$ cat src/rtl/fetch_unit_pkg.sv
// Shared encodings for the fetch unit: NPCOp codes, fetch FSM states and a
// branch-offset helper.
package fetch_unit_pkg;

  typedef enum logic [2:0] {
    NPC_PLUS4  = 3'd0,
    NPC_BRANCH = 3'd1,
    NPC_JUMP   = 3'd2,
    NPC_JR     = 3'd3,
    NPC_EXCEPT = 3'd4
  } npc_op_e;

  typedef enum logic [1:0] {
    S_IDLE = 2'd0,
    S_REQ  = 2'd1,
    S_WAIT = 2'd2,
    S_EXEC = 2'd3
  } fetch_state_e;

  // Word offset of a 16-bit branch immediate, sign-extended to a byte offset.
  function automatic logic signed [31:0] branch_offset(input logic [15:0] imm);
    logic signed [31:0] ext;
    ext = 32'(signed'(imm));
    return ext <<< 2;
  endfunction

endpackage

$ cat src/rtl/fetch_unit_npc.sv
// Combinational next-PC selection from the resolved NPCOp; misaligned JR
// targets are redirected to the exception vector.
module npc_calc
  import fetch_unit_pkg::*;
#(
  parameter logic [31:0] EXC_VECTOR = 32'h0000_4180
) (
  input  logic [31:0] pc,
  input  logic [31:0] instr,
  input  logic [31:0] rs_data,
  input  logic [2:0]  npc_op,
  output logic [31:0] next_pc,
  output logic        misalign
);

  logic [31:0]        pc_plus4;
  logic signed [31:0] br_target;
  logic [5:0]         unused_opcode;

  assign unused_opcode = instr[31:26];
  assign pc_plus4      = pc + 32'd4;
  assign br_target     = signed'(pc_plus4) + branch_offset(instr[15:0]);
  assign misalign      = (npc_op == NPC_JR) && (rs_data[1:0] != 2'b00);

  always_comb begin
    next_pc = EXC_VECTOR;
    case (npc_op)
      NPC_PLUS4:  next_pc = pc_plus4;
      NPC_BRANCH: next_pc = unsigned'(br_target);
      NPC_JUMP:   next_pc = {pc_plus4[31:28], instr[25:0], 2'b00};
      NPC_JR:     next_pc = misalign ? EXC_VECTOR : rs_data;
      default:    next_pc = EXC_VECTOR;
    endcase
  end

endmodule

$ cat src/rtl/fetch_unit.sv
// Multi-cycle instruction fetch / PC sequencer. Define FETCH_TIMEOUT_EN to
// abandon a fetch after TIMEOUT_CYCLES without imem_ack.
module fetch_unit
  import fetch_unit_pkg::*;
#(
  parameter logic [31:0] RESET_PC       = 32'h0000_3000,
  parameter logic [31:0] EXC_VECTOR     = 32'h0000_4180,
  parameter int          TIMEOUT_CYCLES = 16
) (
  input  logic        clk,
  input  logic        rst,
  output logic        imem_req,
  output logic [31:0] imem_addr,
  input  logic        imem_ack,
  input  logic [31:0] imem_rdata,
  output logic [31:0] instr,
  output logic        instr_valid,
  output logic [31:0] pc,
  output logic [31:0] pc_plus4,
  input  logic        exec_done,
  input  logic [2:0]  npc_op,
  input  logic [31:0] rs_data,
  output logic        addr_err
);

  fetch_state_e state_q, state_d;
  logic [31:0]  pc_q, pc_d;
  logic [31:0]  instr_q, instr_d;
  logic         vld_q, vld_d;
  logic         aerr_q, aerr_d;
  logic [31:0]  next_pc;
  logic         misalign;

  npc_calc #(
    .EXC_VECTOR(EXC_VECTOR)
  ) u_npc_calc (
    .pc      (pc_q),
    .instr   (instr_q),
    .rs_data (rs_data),
    .npc_op  (npc_op),
    .next_pc (next_pc),
    .misalign(misalign)
  );

`ifdef FETCH_TIMEOUT_EN
  localparam int CNT_W = $clog2(TIMEOUT_CYCLES + 1);
  logic [CNT_W-1:0] cnt_q, cnt_d;
  logic             timeout;

  // cnt_q counts completed request cycles, so the last allowed cycle is N-1.
  assign timeout = (cnt_q == CNT_W'(TIMEOUT_CYCLES - 1));

  always_ff @(posedge clk or posedge rst) begin
    if (rst) cnt_q <= '0;
    else     cnt_q <= cnt_d;
  end
`else
  localparam int unused_timeout = TIMEOUT_CYCLES;
`endif

  always_comb begin
    state_d = state_q;
    pc_d    = pc_q;
    instr_d = instr_q;
    vld_d   = vld_q;
    aerr_d  = 1'b0;
`ifdef FETCH_TIMEOUT_EN
    cnt_d   = cnt_q;
`endif
    case (state_q)
      S_IDLE: begin
        state_d = S_REQ;
`ifdef FETCH_TIMEOUT_EN
        cnt_d   = '0;
`endif
      end
      S_REQ, S_WAIT: begin
        if (imem_ack) begin
          instr_d = imem_rdata;
          vld_d   = 1'b1;
          state_d = S_EXEC;
        end
`ifdef FETCH_TIMEOUT_EN
        else if (timeout) begin
          aerr_d  = 1'b1;
          pc_d    = EXC_VECTOR;
          cnt_d   = '0;
          state_d = S_REQ;
        end else begin
          cnt_d   = cnt_q + 1'b1;
          state_d = S_WAIT;
        end
`else
        else begin
          state_d = S_WAIT;
        end
`endif
      end
      S_EXEC: begin
        if (exec_done) begin
          vld_d   = 1'b0;
          pc_d    = next_pc;
          aerr_d  = misalign;
          state_d = S_REQ;
`ifdef FETCH_TIMEOUT_EN
          cnt_d   = '0;
`endif
        end
      end
      default: state_d = S_IDLE;
    endcase
  end

  always_ff @(posedge clk or posedge rst) begin
    if (rst) begin
      state_q <= S_IDLE;
      pc_q    <= RESET_PC;
      instr_q <= '0;
      vld_q   <= 1'b0;
      aerr_q  <= 1'b0;
    end else begin
      state_q <= state_d;
      pc_q    <= pc_d;
      instr_q <= instr_d;
      vld_q   <= vld_d;
      aerr_q  <= aerr_d;
    end
  end

  // Request is decoded from state so an async reset drops it immediately.
  assign imem_req    = (state_q == S_REQ) || (state_q == S_WAIT);
  assign imem_addr   = pc_q;
  assign instr       = instr_q;
  assign instr_valid = vld_q;
  assign pc          = pc_q;
  assign pc_plus4    = pc_q + 32'd4;
  assign addr_err    = aerr_q;

endmodule

$ cat config.mk
export PLATFORM = sky130hd
export DESIGN_NAME = fetch_unit
export DESIGN_NICKNAME = d
export VERILOG_FILES = /design/src/rtl/fetch_unit_pkg.sv /design/src/rtl/fetch_unit_npc.sv /design/src/rtl/fetch_unit.sv
export SDC_FILE = /design/constraint.sdc
export NUM_CORES = 1
export LEC_CHECK = 0
export ABC_AREA = 1
export CAP_MARGIN = 30
export CORE_UTILIZATION = 50
export DETAILED_ROUTE_END_ITERATION = 6
export GPL_TIMING_DRIVEN = 0
export PLACE_DENSITY_LB_ADDON = 0.3
export SYNTH_ARGS = -nofsm -noshare
export SYNTH_HDL_FRONTEND = slang
export SYNTH_HIERARCHICAL = 1
export SYNTH_SLANG_ARGS = --single-unit
$ cat constraint.sdc
create_clock -name clk -period 3.8 [get_ports clk]
set_clock_uncertainty 0.2 [all_clocks]
set_input_delay 0.76 -clock clk [delete_from_list [all_inputs] [get_ports clk]]
set_output_delay 0.76 -clock clk [all_outputs]
set_load 0.05 [all_outputs]
==> impl_metrics.env <==
export IMPL_syn_inst=1162
export IMPL_mostFrequentLayoutCell="nand2_1"
export IMPL_grt_pass1_wl_um=40200
export IMPL_setup_viol=0
export IMPL_die_area_um2=15600
export IMPL_vdd_ir_drop_max_uv=956
export IMPL_gr_total_overflow=0
export IMPL_clk_latency_ns=0.34
export IMPL_worst_path_max_fanout=10
export IMPL_regArea_um2=1710
export IMPL_grt_antenna_before_repair=0
export IMPL_leakage_uw=0.00502
export IMPL_ys_seq_elements=68
export IMPL_p_clk_frac=0.086
export IMPL_async_flop_share=1.00
export IMPL_antenna_cells=0
export IMPL_postLayoutCoreUtil=0.694
export IMPL_portBuffers=201
export IMPL_drt_iter0_markers=819
export IMPL_cts_buffers=9
export IMPL_slew_headroom=0.381
export IMPL_final_nets=1484
export IMPL_p_comb_frac=0.744
export IMPL_pwr_density_cell_nw_per_um2=1030
export IMPL_clkSinkCount=68
export IMPL_grt_pass1_vias=7807
export IMPL_postCtsSetupBuffers=0
export IMPL_rsz0062_at_grt="true"
export IMPL_synth_yosys_seq_area_share=0.226
export IMPL_ant_nets=0
export IMPL_slew_violations=0
export IMPL_root_buffer="clkbuf_16"
export IMPL_syn_mean_instance_area_um2=6.49
export IMPL_wl_per_cell_um=16.5
export IMPL_swShare=0.580
export IMPL_cp_arrival_ns=3.77
export IMPL_status="finished, violations left"
export IMPL_min_from="state_q[0]$_DFFE_PP0P_"
export IMPL_whs_ns=0.296
export IMPL_rrSetupSlack_ns=0.05
export IMPL_h_tree_depth=3
export IMPL_maxCapViolCount=0
export IMPL_rows=44
export IMPL_vias=8479
export IMPL_whs_path_depth=2
export IMPL_yosysUniqueCellTypes=43
export IMPL_syn_num_nets=1272
export IMPL_synth_edf_count=0
export IMPL_mostFrequentLayoutCells="391 x nand2_1, 201 x clkdlybuf4s50_1, 146 x inv_1"
export IMPL_fin_crit_sh=0.986
export IMPL_max_freq_ghz=0.267
export IMPL_power_total_uw=10500
export IMPL_clk_pin_slew_worst_paths_ns=0.06
export IMPL_fill_cells=1275
export IMPL_fin_crit_ns=3.75
export IMPL_worst_ep_required_time_ns=3.82
export IMPL_critPathKind="flip-flop to flip-flop"
export IMPL_die_h_um=125
export IMPL_reg2regPathDepth=15
export IMPL_first_pass_iters=7
export IMPL_violations="DRC"
export IMPL_cts_tree="built"
export IMPL_track_usage=0.330
export IMPL_post_dp_hpwl_um=20800
export IMPL_r2r_end="imem_addr[15]$_DFFE_PP0P_"
export IMPL_clockBufferDepth=2
export IMPL_worst_setup_path_end_kind="flip-flop"
export IMPL_finalHoldViolCount=0
export IMPL_start_kind="flip-flop"
export IMPL_dieWidth_um=125
export IMPL_hold_path_end="state_q[0]$_DFFE_PP0P_"
export IMPL_core_um2=14600
export IMPL_drc=12
export IMPL_pwr_share_seq=0.170
export IMPL_reg2reg_from="imem_addr[9]$_DFFE_PP0P_"
export IMPL_worst_pin_slew_ns=0.928
export IMPL_ys_warn_count=6
export IMPL_ios=202
export IMPL_synthFlopType="dfrtp_1"
export IMPL_start_util=0.515
export IMPL_place_congestion=0.970
export IMPL_hp_class="flip-flop to flip-flop"
export IMPL_routed_via_density=5.43
export IMPL_grt_max_degree=69
export IMPL_power_switching_uw=6070
export IMPL_syn_cell_area_um2=7540
export IMPL_drive_gt1_frac=0.134
export IMPL_wl_um=25800
export IMPL_intPower_uw=4400
export IMPL_synthToLayoutAreaGrowth_pct=34.6
export IMPL_multi_input_area_um2=4990
power by group through the flow:
| stage | combinational [uW] | clock [uW] | sequential [uW] |
|---|---|---|---|
| finish | 7790 | 900 | 1780 |
| global route | 8330 | 939 | 1840 |
| CTS | 7690 | 907 | 1760 |
| detailed placement | 7650 | 0 | 1760 |
| global placement | 7560 | 0 | 1760 |
| floorplan | 4410 | 0 | 2660 |
worst max-delay path, cell delays in order, from the launching register on:
cell	delay [ns]
dfrtp_1	0.59
nand2_2	0.15
nor2_1	0.31
nand3_1	0.28
xnor2_2	0.22
ha_1	0.36
nand2_1	0.16
inv_1	0.05
nand2_1	0.06
nand2_1	0.07
a21oi_1	0.12
nand2_1	0.20
or2_2	0.33
nand3_1	0.07
nand4_1	0.16
mux2_2	0.30
cell usage after synthesis, types with 2 or more instances:
cell type | n | area share
nand2_1 | 391 | 0.19
inv_1 | 147 | 0.073
nor2_1 | 116 | 0.058
nand3_1 | 91 | 0.060
dfrtp_1 | 66 | 0.22
mux2_2 | 55 | 0.082
ha_1 | 38 | 0.063
a21oi_1 | 34 | 0.023
buf_4 | 34 | 0.034
nand4_1 | 25 | 0.021
xor2_1 | 20 | 0.023
o21ai_0 | 15 | 0.010
buf_2 | 13 | 0.0086
nand3b_1 | 11 | 0.011
xnor2_1 | 10 | 0.012
nand2_2 | 9 | 0.0075
nor2_2 | 9 | 0.0075
or2_2 | 9 | 0.0075
a22o_1 | 8 | 0.0093
o21bai_1 | 8 | 0.0080
and2_1 | 7 | 0.0058
nor2_4 | 6 | 0.0090
nor3_1 | 5 | 0.0033
nor2_8 | 4 | 0.011
a21o_1 | 3 | 0.0030
clkbuf_1 | 3 | 0.0015
inv_2 | 3 | 0.0015
o2111ai_1 | 3 | 0.0035
a22oi_1 | 2 | 0.0020
dfstp_2 | 2 | 0.0070
nand2_4 | 2 | 0.0030
xor2_2 | 2 | 0.0043
logic make-up after synthesis:
group,count (synthesis),synth area share
and+or+nand+nor,691,0.406
DFF,68,0.226
adders and majority gates,39,0.0657
muxes,55,0.0821
buffers and inverters,200,0.119
AOI/OAI and AO/OA,77,0.0624
xor gates and xnor gates,32,0.0391
routing by layer:
metal  global-route usage  part of all wire  up-vias
met5                    0                 0        -
met4                0.124             0.036        0
met3               0.0735             0.097       77
met2                0.556              0.46      443
met1                0.411              0.41     3853
li1                     -                 -     4106
final cells by class:
cell class                      count  share of cell area
Clock buffer                        9              0.0222
Clock inverter                      6             0.00887
Multi-Input combinational cell    894               0.491
Sequential cell                    68               0.169
Buffer                             50              0.0326
Timing Repair Buffer              201               0.198
Inverter                          150              0.0557
Tap cell                          184              0.0227
sequential cells by signal, indices dropped and copies added, names as in the netlist:
register     flops
imem_addr       32
instr           32
state_q          2
addr_err         1
instr_valid      1
metrics by stage:
step,cell area (um^2),cells,setup WS (ns),setup TNS (ns)
after floorplan,7540,1162,0.338,0
after global placement,9790,1547,-0.0613,-3.82
after detailed placement,9790,1547,0.0625,0
after CTS,10100,1562,0.0362,0
after global routing,10200,1562,-0.0229,-0.0229
final,10200,1562,0.0521,0
how the worst max path moves through the flow:
stage,from,endpoint,slack [ns],cells past startpoint
2_1_floorplan,imem_addr[3]$_DFFE_PP0P_,imem_addr[21]$_DFFE_PP0P_,0.34,21
3_3_place_gp,rst,imem_addr[29]$_DFFE_PP0P_,-0.06,2
3_5_place_dp,imem_addr[2]$_DFFE_PP0P_,imem_addr[15]$_DFFE_PP0P_,0.06,18
4_1_cts,imem_addr[2]$_DFFE_PP0P_,imem_addr[15]$_DFFE_PP0P_,0.04,18
5_1_grt,imem_addr[9]$_DFFE_PP0P_,imem_addr[15]$_DFFE_PP0P_,-0.02,15
6_report,imem_addr[9]$_DFFE_PP0P_,imem_addr[15]$_DFFE_PP0P_,0.05,15
repair_timing:
item	CTS	global route
gates resized for setup	0	18
hold buffers	0	0
setup endpoints to repair	0	16
Power figures use the tool's default switching activity.
